--- config.mk ---
export PLATFORM = sky130hd
export DESIGN_NAME = sort_top
export DESIGN_NICKNAME = d
export VERILOG_FILES = /design/src/rtl/sort_pkg.sv /design/src/rtl/sort_datapath.sv /design/src/rtl/sort_top.sv /design/src/rtl/sort_controller.sv
export SDC_FILE = /design/constraint.sdc
export NUM_CORES = 1
export LEC_CHECK = 0
export ABC_AREA = 1
export CAP_MARGIN = 20
export CELL_PAD_IN_SITES_DETAIL_PLACEMENT = 1
export CELL_PAD_IN_SITES_GLOBAL_PLACEMENT = 2
export CORE_ASPECT_RATIO = 1.4
export CORE_MARGIN = 2
export CORE_UTILIZATION = 43
export CTS_BUF_LIST = sky130_fd_sc_hd__clkbuf_16
export DETAILED_ROUTE_END_ITERATION = 12
export GPL_TIMING_DRIVEN = 0
export PLACE_DENSITY = 0.84
export SYNTH_ARGS = -nofsm -noshare
export SYNTH_HDL_FRONTEND = slang
export SYNTH_SLANG_ARGS = --single-unit
--- constraint.sdc ---
create_clock -name clk -period 8.25 [get_ports clk]
set_clock_uncertainty 0.2 [all_clocks]
set_input_delay 1.65 -clock clk [delete_from_list [all_inputs] [get_ports clk]]
set_output_delay 1.65 -clock clk [all_outputs]
set_load 0.01 [all_outputs]
--- src/rtl/sort_pkg.sv ---
// Shared types and defaults for the in-place RAM sorter: controller state
// encoding plus the default sort size and counter widths.
package sort_pkg;

  localparam int K_DEF  = 16;
  localparam int SW_DEF = 8;
  localparam int DW_DEF = 16;

  typedef enum logic [3:0] {
    IDLE   = 4'd0,
    INIT_I = 4'd1,
    LD_A   = 4'd2,
    LD_B   = 4'd3,
    CMP    = 4'd4,
    WR_I   = 4'd5,
    WR_J   = 4'd6,
    RLD_A  = 4'd7,
    INC_J  = 4'd8,
    INC_I  = 4'd9,
    DONE   = 4'd10
  } state_t;

endpackage

--- src/rtl/sort_datapath.sv ---
// Sorter datapath: K-word RAM, i/j address counters, A/B compare registers and
// an external port for loading and reading the RAM while the sorter is idle.
module sort_datapath
  import sort_pkg::*;
#(
  parameter int K  = K_DEF,
  parameter int DW = DW_DEF,
  parameter int AW = (K > 1) ? $clog2(K) : 1
) (
  input  logic          clk,
  input  logic          rst,
  input  logic          start,
  input  logic          Li,
  input  logic          Ei,
  input  logic          Lj,
  input  logic          Ej,
  input  logic          EA,
  input  logic          EB,
  input  logic          Csel,
  input  logic          Bout,
  input  logic          Wr,
  input  logic [AW-1:0] i_addr,
  input  logic [DW-1:0] i_wdata,
  input  logic          i_we,
  output logic          zi,
  output logic          zj,
  output logic          AgtB,
  output logic [DW-1:0] o_rdata
);

  logic [DW-1:0] r_mem [K];
  logic [AW-1:0] r_i;
  logic [AW-1:0] r_j;
  logic [DW-1:0] r_a;
  logic [DW-1:0] r_b;
  logic [AW-1:0] w_addr;
  logic [DW-1:0] w_wdata;
  logic          w_we;
  logic [DW-1:0] w_rdata;

  // While sorting, the controller owns address, write data and write enable.
  assign w_addr  = start ? (Csel ? r_j : r_i) : i_addr;
  assign w_wdata = start ? (Bout ? r_b : r_a) : i_wdata;
  assign w_we    = start ? Wr : i_we;
  assign w_rdata = r_mem[w_addr];

  always_ff @(posedge clk) begin
    if (w_we) begin
      r_mem[w_addr] <= w_wdata;
    end
  end

  always_ff @(posedge clk or negedge rst) begin
    if (!rst) begin
      r_i <= '0;
      r_j <= '0;
      r_a <= '0;
      r_b <= '0;
    end else begin
      if (Li) begin
        r_i <= '0;
      end else if (Ei) begin
        r_i <= r_i + AW'(1);
      end
      if (Lj) begin
        r_j <= r_i + AW'(1);
      end else if (Ej) begin
        r_j <= r_j + AW'(1);
      end
      if (EA) begin
        r_a <= w_rdata;
      end
      if (EB) begin
        r_b <= w_rdata;
      end
    end
  end

  assign zi      = (r_i == AW'(K - 2));
  assign zj      = (r_j == AW'(K - 1));
  assign AgtB    = (r_a > r_b);
  assign o_rdata = w_rdata;

endmodule

--- src/rtl/sort_top.sv ---
// Sorter top: controller and datapath joined, with the datapath flags fed
// back to the controller and the RAM port exposed for load/readback.
module sort_top
  import sort_pkg::*;
#(
  parameter int K  = K_DEF,
  parameter int SW = SW_DEF,
  parameter int DW = DW_DEF,
  parameter int AW = (K > 1) ? $clog2(K) : 1
) (
  input  logic          clk,
  input  logic          rst,
  input  logic          s,
  input  logic [AW-1:0] i_addr,
  input  logic [DW-1:0] i_wdata,
  input  logic          i_we,
  output logic [DW-1:0] o_rdata,
  output logic          o_busy,
  output logic          o_done,
  output logic [SW-1:0] o_swap_cnt
);

  logic w_zi, w_zj, w_agtb;
  logic w_busy, w_li, w_ei, w_lj, w_ej, w_ea, w_eb, w_csel, w_bout, w_wr;

  sort_controller #(.K(K), .SW(SW)) u_ctrl (
    .clk      (clk),
    .rst      (rst),
    .s        (s),
    .zi       (w_zi),
    .zj       (w_zj),
    .AgtB     (w_agtb),
    .busy     (w_busy),
    .Li       (w_li),
    .Ei       (w_ei),
    .Lj       (w_lj),
    .Ej       (w_ej),
    .EA       (w_ea),
    .EB       (w_eb),
    .Csel     (w_csel),
    .Bout     (w_bout),
    .Wr       (w_wr),
    .done     (o_done),
    .swap_cnt (o_swap_cnt)
  );

  sort_datapath #(.K(K), .DW(DW), .AW(AW)) u_dp (
    .clk     (clk),
    .rst     (rst),
    .start   (w_busy),
    .Li      (w_li),
    .Ei      (w_ei),
    .Lj      (w_lj),
    .Ej      (w_ej),
    .EA      (w_ea),
    .EB      (w_eb),
    .Csel    (w_csel),
    .Bout    (w_bout),
    .Wr      (w_wr),
    .i_addr  (i_addr),
    .i_wdata (i_wdata),
    .i_we    (i_we),
    .zi      (w_zi),
    .zj      (w_zj),
    .AgtB    (w_agtb),
    .o_rdata (o_rdata)
  );

  assign o_busy = w_busy;

endmodule

--- src/rtl/sort_controller.sv ---
// Exchange-sort control FSM: sequences the i/j counters, the A/B registers and
// RAM swaps, and counts how many swaps the current sort has performed.
module sort_controller
  import sort_pkg::*;
#(
  parameter int K  = K_DEF,
  parameter int SW = SW_DEF
) (
  input  logic          clk,
  input  logic          rst,
  input  logic          s,
  input  logic          zi,
  input  logic          zj,
  input  logic          AgtB,
  output logic          busy,
  output logic          Li,
  output logic          Ei,
  output logic          Lj,
  output logic          Ej,
  output logic          EA,
  output logic          EB,
  output logic          Csel,
  output logic          Bout,
  output logic          Wr,
  output logic          done,
  output logic [SW-1:0] swap_cnt
);

  // A full sort never exceeds K(K-1)/2 swaps, so a count that reaches that
  // bound (or all-ones for a narrow counter) can simply hold.
  localparam longint MAX_SWAPS = longint'(K) * longint'(K - 1) / 64'sd2;
  localparam longint ALL_ONES  = (64'sd1 <<< SW) - 64'sd1;
  localparam logic [SW-1:0] SWAP_CAP =
    (MAX_SWAPS >= ALL_ONES) ? {SW{1'b1}} : SW'(MAX_SWAPS);

  state_t          r_state;
  state_t          w_next;
  logic [SW-1:0]   r_swap_cnt;

  always_ff @(posedge clk or negedge rst) begin
    if (!rst) begin
      r_state <= IDLE;
    end else begin
      r_state <= w_next;
    end
  end

  always_ff @(posedge clk or negedge rst) begin
    if (!rst) begin
      r_swap_cnt <= '0;
    end else if ((r_state == IDLE) && s) begin
      r_swap_cnt <= '0;
    end else if ((r_state == WR_J) && (r_swap_cnt != SWAP_CAP)) begin
      r_swap_cnt <= r_swap_cnt + SW'(1);
    end else begin
      r_swap_cnt <= r_swap_cnt;
    end
  end

  always_comb begin
    w_next = r_state;
    case (r_state)
      IDLE:    w_next = s ? INIT_I : IDLE;
      INIT_I:  w_next = LD_A;
      LD_A:    w_next = LD_B;
      LD_B:    w_next = CMP;
      CMP:     w_next = AgtB ? WR_I : INC_J;
      WR_I:    w_next = WR_J;
      WR_J:    w_next = RLD_A;
      RLD_A:   w_next = INC_J;
      INC_J:   w_next = zj ? INC_I : LD_B;
      INC_I:   w_next = zi ? DONE : LD_A;
      DONE:    w_next = s ? DONE : IDLE;
      default: w_next = IDLE;
    endcase
  end

  // Moore decode; only Ej/Ei look at the terminal-count flags.
  always_comb begin
    busy = 1'b1;
    Li   = 1'b0;
    Ei   = 1'b0;
    Lj   = 1'b0;
    Ej   = 1'b0;
    EA   = 1'b0;
    EB   = 1'b0;
    Csel = 1'b0;
    Bout = 1'b0;
    Wr   = 1'b0;
    done = 1'b0;
    case (r_state)
      IDLE:   busy = 1'b0;
      INIT_I: Li = 1'b1;
      LD_A: begin
        EA = 1'b1;
        Lj = 1'b1;
      end
      LD_B: begin
        Csel = 1'b1;
        EB   = 1'b1;
      end
      CMP:    busy = 1'b1;
      WR_I: begin
        Bout = 1'b1;
        Wr   = 1'b1;
      end
      WR_J: begin
        Csel = 1'b1;
        Wr   = 1'b1;
      end
      RLD_A:  EA = 1'b1;
      INC_J:  Ej = ~zj;
      INC_I:  Ei = ~zi;
      DONE: begin
        busy = 1'b0;
        done = 1'b1;
      end
      default: busy = 1'b0;
    endcase
  end

  assign swap_cnt = r_swap_cnt;

endmodule

### Yosys cells after proc, flatten, opt, wreduce, memory -nomap -nowiden

Memories as Yosys holds them, arrays and structs flattened.
Cells that the tools add are included.

* add/subtract/negate cells: 3
* order comparisons: 1
* eq/ne operators: 13
* multiplexer cells: 30
* bitwise logic cells: 2
* reductions and logical operators: 10

Operator list (count)
* $pmux W4 S11: 1
* $mux W4: 10
* $mux W16: 2
* $eq A4 B4 Y1 const B: 5
* $eq A4 B3 Y1 const B: 4
* $gt A16 B16 Y1: 1
* $mux W8: 2
* $mux W1: 15
* $reduce_or A9 Y1: 1
* $add A4 B1 Y4 const B: 2
* $add A8 B1 Y8 const B: 1
* $eq A4 B2 Y1 const B: 2
* $ne A8 B7 Y1 const B: 1
* $reduce_bool A2 Y1: 3
* $reduce_or A2 Y1: 3
* $eq A4 B1 Y1 const B: 1
* $logic_not A4 Y1: 1
* $logic_and A1 B1 Y1: 2
* $not A1 Y1: 2

* register bits: 52
* memory bits (writable): 256
* input port bits: 24
* output and inout port bits: 26
* word-level logic and storage cells: 66
* memories: 1

Memories
* u_dp.r_mem: depth 16, bits a word 16, read ports 1, clocked after memory_dff 0, wr ports 1, line sort_datapath.sv:31 `logic [DW-1:0] r_mem [K];`

### Depth between registers and ports, before layout

* depth after elaboration: 6
* depth in mapped cells: 19

### By module

A second synthesis with hierarchy kept.

* cell total of the unflattened synthesis: 1503
* area, all modules: 14370.0 sq um

Modules (own cells, without submodules)
* sort_datapath: instances 1, cells each 1379, area each 13523.0 sq um
* sort_controller: instances 1, cells each 124, area each 847.1 sq um

### Least setup slack after synthesis

No wires, ideal clock.

* kind: in2out
* from: input port i_addr[0]
* to: output port o_rdata[0]
* arrival time: 2.749 ns
* required time: 6.400 ns
* path slack: 3.651 ns
* stages: 9
* path buffers: 2
* path through: nand3_1 clkbuf_1 clkbuf_1 nand3_1 nand2_1 nand2_1 nand2_1 nand2_1 nand4_1

* longest elaborated chain between the ends: 2

RTL lines
* start: declaration: line sort_top.sv:14 `input logic [AW-1:0] i_addr,`
* $mux W4: line sort_datapath.sv:42 `assign w_addr = start ? (Csel ? r_j : r_i) : i_addr;`
* $mem_v2 Z16 W16
* end: declaration: line sort_top.sv:17 `output logic [DW-1:0] o_rdata,`

No other way between the ends.

### Final worst setup path

* from: input port i_addr[0]
* to: output port o_rdata[3]

The elaborated chain is that of the path after synthesis.

==> flow_summary.toml <==
[run_status]
status = "finished clean"

[clock_tree]
cts_sinks = 308
numCtsBuffers = 31
cts_setup_buffers = 0
clkLatencyLatePin_ps = 580
clk_pin_slew_worst_paths_ps = 60
htreeDepth = 1
cts_hold_buf = 0
cts_tree = "yes"
cts_resized = 0
clockBufferDepth = 3
clockRootBuffer = "clkbuf_16"

[sta]
tns_ps = 0
fin_crit_ps = 6500
rsz0062_at_grt = "no"
max_freq_mhz = 154
tightest_slew_ps = 939
period_share = 0.788
setup_viol = 0
slew_violations = 0
slew_headroom = 0.373
hold_viol = 0

[place]
gp_congestion = 1.00
dp_hpwl_um = 35300
portBuffers = 49
dp.cells = 2002

[floorplan]
ioPinCount = 50
core_um2 = 32400
die_h_um = 219
die-area_um2 = 34400
rows = 78
initial_core_util = 0.437
fp.dieW_um = 157

[worst_setup_path]
cp_slowest_stage_delay_ps = 580
worstSetupPathType = "in -> out"
cp_cell_sequence = "clkdlybuf4s50_1 > nand3_1 > clkbuf_1 > clkbuf_1 > nand3_1 > nand2_1 > nand2_1 > nand2_1 > nand2_1 > nand4_1 > clkdlybuf4s50_1"
critical_path_required_ps = 6400
r2r_start = "u_ctrl.r_state[3]$_DFF_PN0_"
critical_path_arrival_ps = 4650
cp_slowest_cell = "clkdlybuf4s50_1"
start_kind = "input port"
cp_max_fo = 10
r2r_cells = 12
r2r-end = "u_dp.r_mem[7][5]$_DFFE_PP_"
rrSetupSlack_ps = 4050
endpoint_kind = "output pin"
crit_top_cell = "nand2_1"

[routing]
routed_wl_um = 46700
num_vias = 10800
drt_iter0_drc = 782
routedWlPerCell_um = 22.7
drcViolationCount = 0
routed_via_density = 5.25
drtAntennaViolNets = 0
first_pass_iters = 5

[yosys]
synth_area_um2 = 14100
synth_cells = 1482
syn_nets = 1527
ys_warn_count = 0
synth_cell_types = 36
synth.avg_cell_area_um2 = 9.54
synth_area_leader_cell = "edfxtp_1"
yosysTopAreaCellShare = 0.544
ys_top_cells_by_area = "edfxtp_1 (54%), nand2_1 (19%), dfrtp_1 (9.2%)"
yosysSeqAreaShare = 0.636
synth-seq-cells = 308

[final_layout]
final_nets = 1640
fin_cells = 2060
area_growth_pct = 18.4
n_antenna_cell = 0
drive_gt1_frac = 0.0994
fillers = 3656

[hold_path]
hp-start = "u_dp.r_b[11]$_DFFE_PN0P_"
hp-class = "reg -> reg"
hold_path_end = "u_dp.r_b[11]$_DFFE_PN0P_"
hold_depth = 2

[grt]
grt-ovfl-total = 0
grt_pass1_wl_um = 69900
grt_pass1_vias = 11400
grt_usage = 0.280
grt_max_degree = 30
antenna_found_initial = 0

[run]
maxCapViolCount = 0
## critical path: cells and delay by family
kind	cells	cell delay [ps]
buffers and inverters	4	2070
AND/OR/NAND/NOR	7	900
## Yosys cell counts (all sizes together)
cell and count:
inv 56, nand3b 1, a221oi 1, clkbuf 23
nor2 68, nand3 137, ha 21, o22ai 1
xor2 2, nor3b 1, a2111oi 2, xnor2 1
a21oi 13, edfxtp 256, nand2 703, o211ai 2
nand4 19, dfrtp 52, a211oi 1, o21ai 46
o2bb2ai 1, nor3 10, buf 45, o221ai 2
or2 1, o21a 1, a31oi 16
## layout by cell type (no fill, tap or decap), types with 10 or more instances in the layout
master,synthesis,routed
a31oi_2,0,16
buf_6,4,13
edfxtp_1,256,256
o21ai_0,24,24
nor2_2,4,14
dfrtp_1,52,52
o21ai_1,22,22
clkbuf_16,0,31
nand2_1,702,702
clkdlybuf4s50_1,0,48
buf_8,0,19
ha_1,21,21
a21oi_1,12,12
nand3_1,137,137
nor2_1,61,51
nand4_1,19,19
clkbuf_1,23,23
inv_1,54,56
nor3_1,10,10
buf_2,30,31
## state kept, by name, indices dropped and copies added (netlist names)
signal and count:
u_dp.r_j 4, u_dp.r_b 16, u_ctrl.r_state 4, u_dp.r_a 16, u_ctrl.swap_cnt 8, u_dp.r_i 4, u_dp.r_mem 256
## final cells by class
cell class	instances	area (um^2)	share of cell area
Timing Repair Buffer	80	907	0.0542
Inverter	56	210	0.0126
Clock inverter	27	243	0.0145
Tap cell	440	551	0.0329
Clock buffer	31	776	0.0463
Buffer	68	349	0.0208
Multi-Input combinational cell	1050	4720	0.282
Sequential cell	308	8990	0.537
## layer usage
| metal | up-vias | global-route usage | part of all wire | routed length [um] |
|---|---|---|---|---|
| li1 | 5189 | - | - | - |
| met1 | 5309 | 0.349 | 0.41 | 19300 |
| met2 | 228 | 0.494 | 0.51 | 23700 |
| met3 | 84 | 0.0262 | 0.036 | 1660 |
| met4 | 0 | 0.119 | 0.046 | 2130 |
| met5 | - | 0 | 0 | 0 |
## cell families after synthesis
family,share of synthesized area
adders and majority gates,0.0186
xor gates and xnor gates,0.00186
DFF,0.636
buffers and inverters,0.0395
AOI/OAI and AO/OA,0.0355
and+or+nand+nor,0.269
## how the worst max path moves through the flow
stage / from / end / slack, ps / cells past startpoint
3_5_place_dp: i_addr[0] / o_rdata[3] / 1790 / 11
4_1_cts: i_addr[0] / o_rdata[3] / 1780 / 11
2_1_floorplan: i_addr[0] / o_rdata[0] / 3650 / 9
5_1_grt: i_addr[0] / o_rdata[2] / 1630 / 11
6_report: i_addr[0] / o_rdata[3] / 1750 / 11
3_3_place_gp: i_addr[0] / o_rdata[3] / 1820 / 11
## per-stage QoR
step	cell area [um^2]	util	hold slack (ps)	worst slack, ps
floorplan	14100	-	271	3650
detailed placement	15700	0.485	290	1790
global placement	15200	0.469	290	1820
CTS	16700	0.517	307	1780
global route	16700	0.517	338	1630
finish	16700	0.517	306	1750
Power is not shown: default switching activity piles up to over one toggle a cycle in this logic, so the estimate is an artifact.
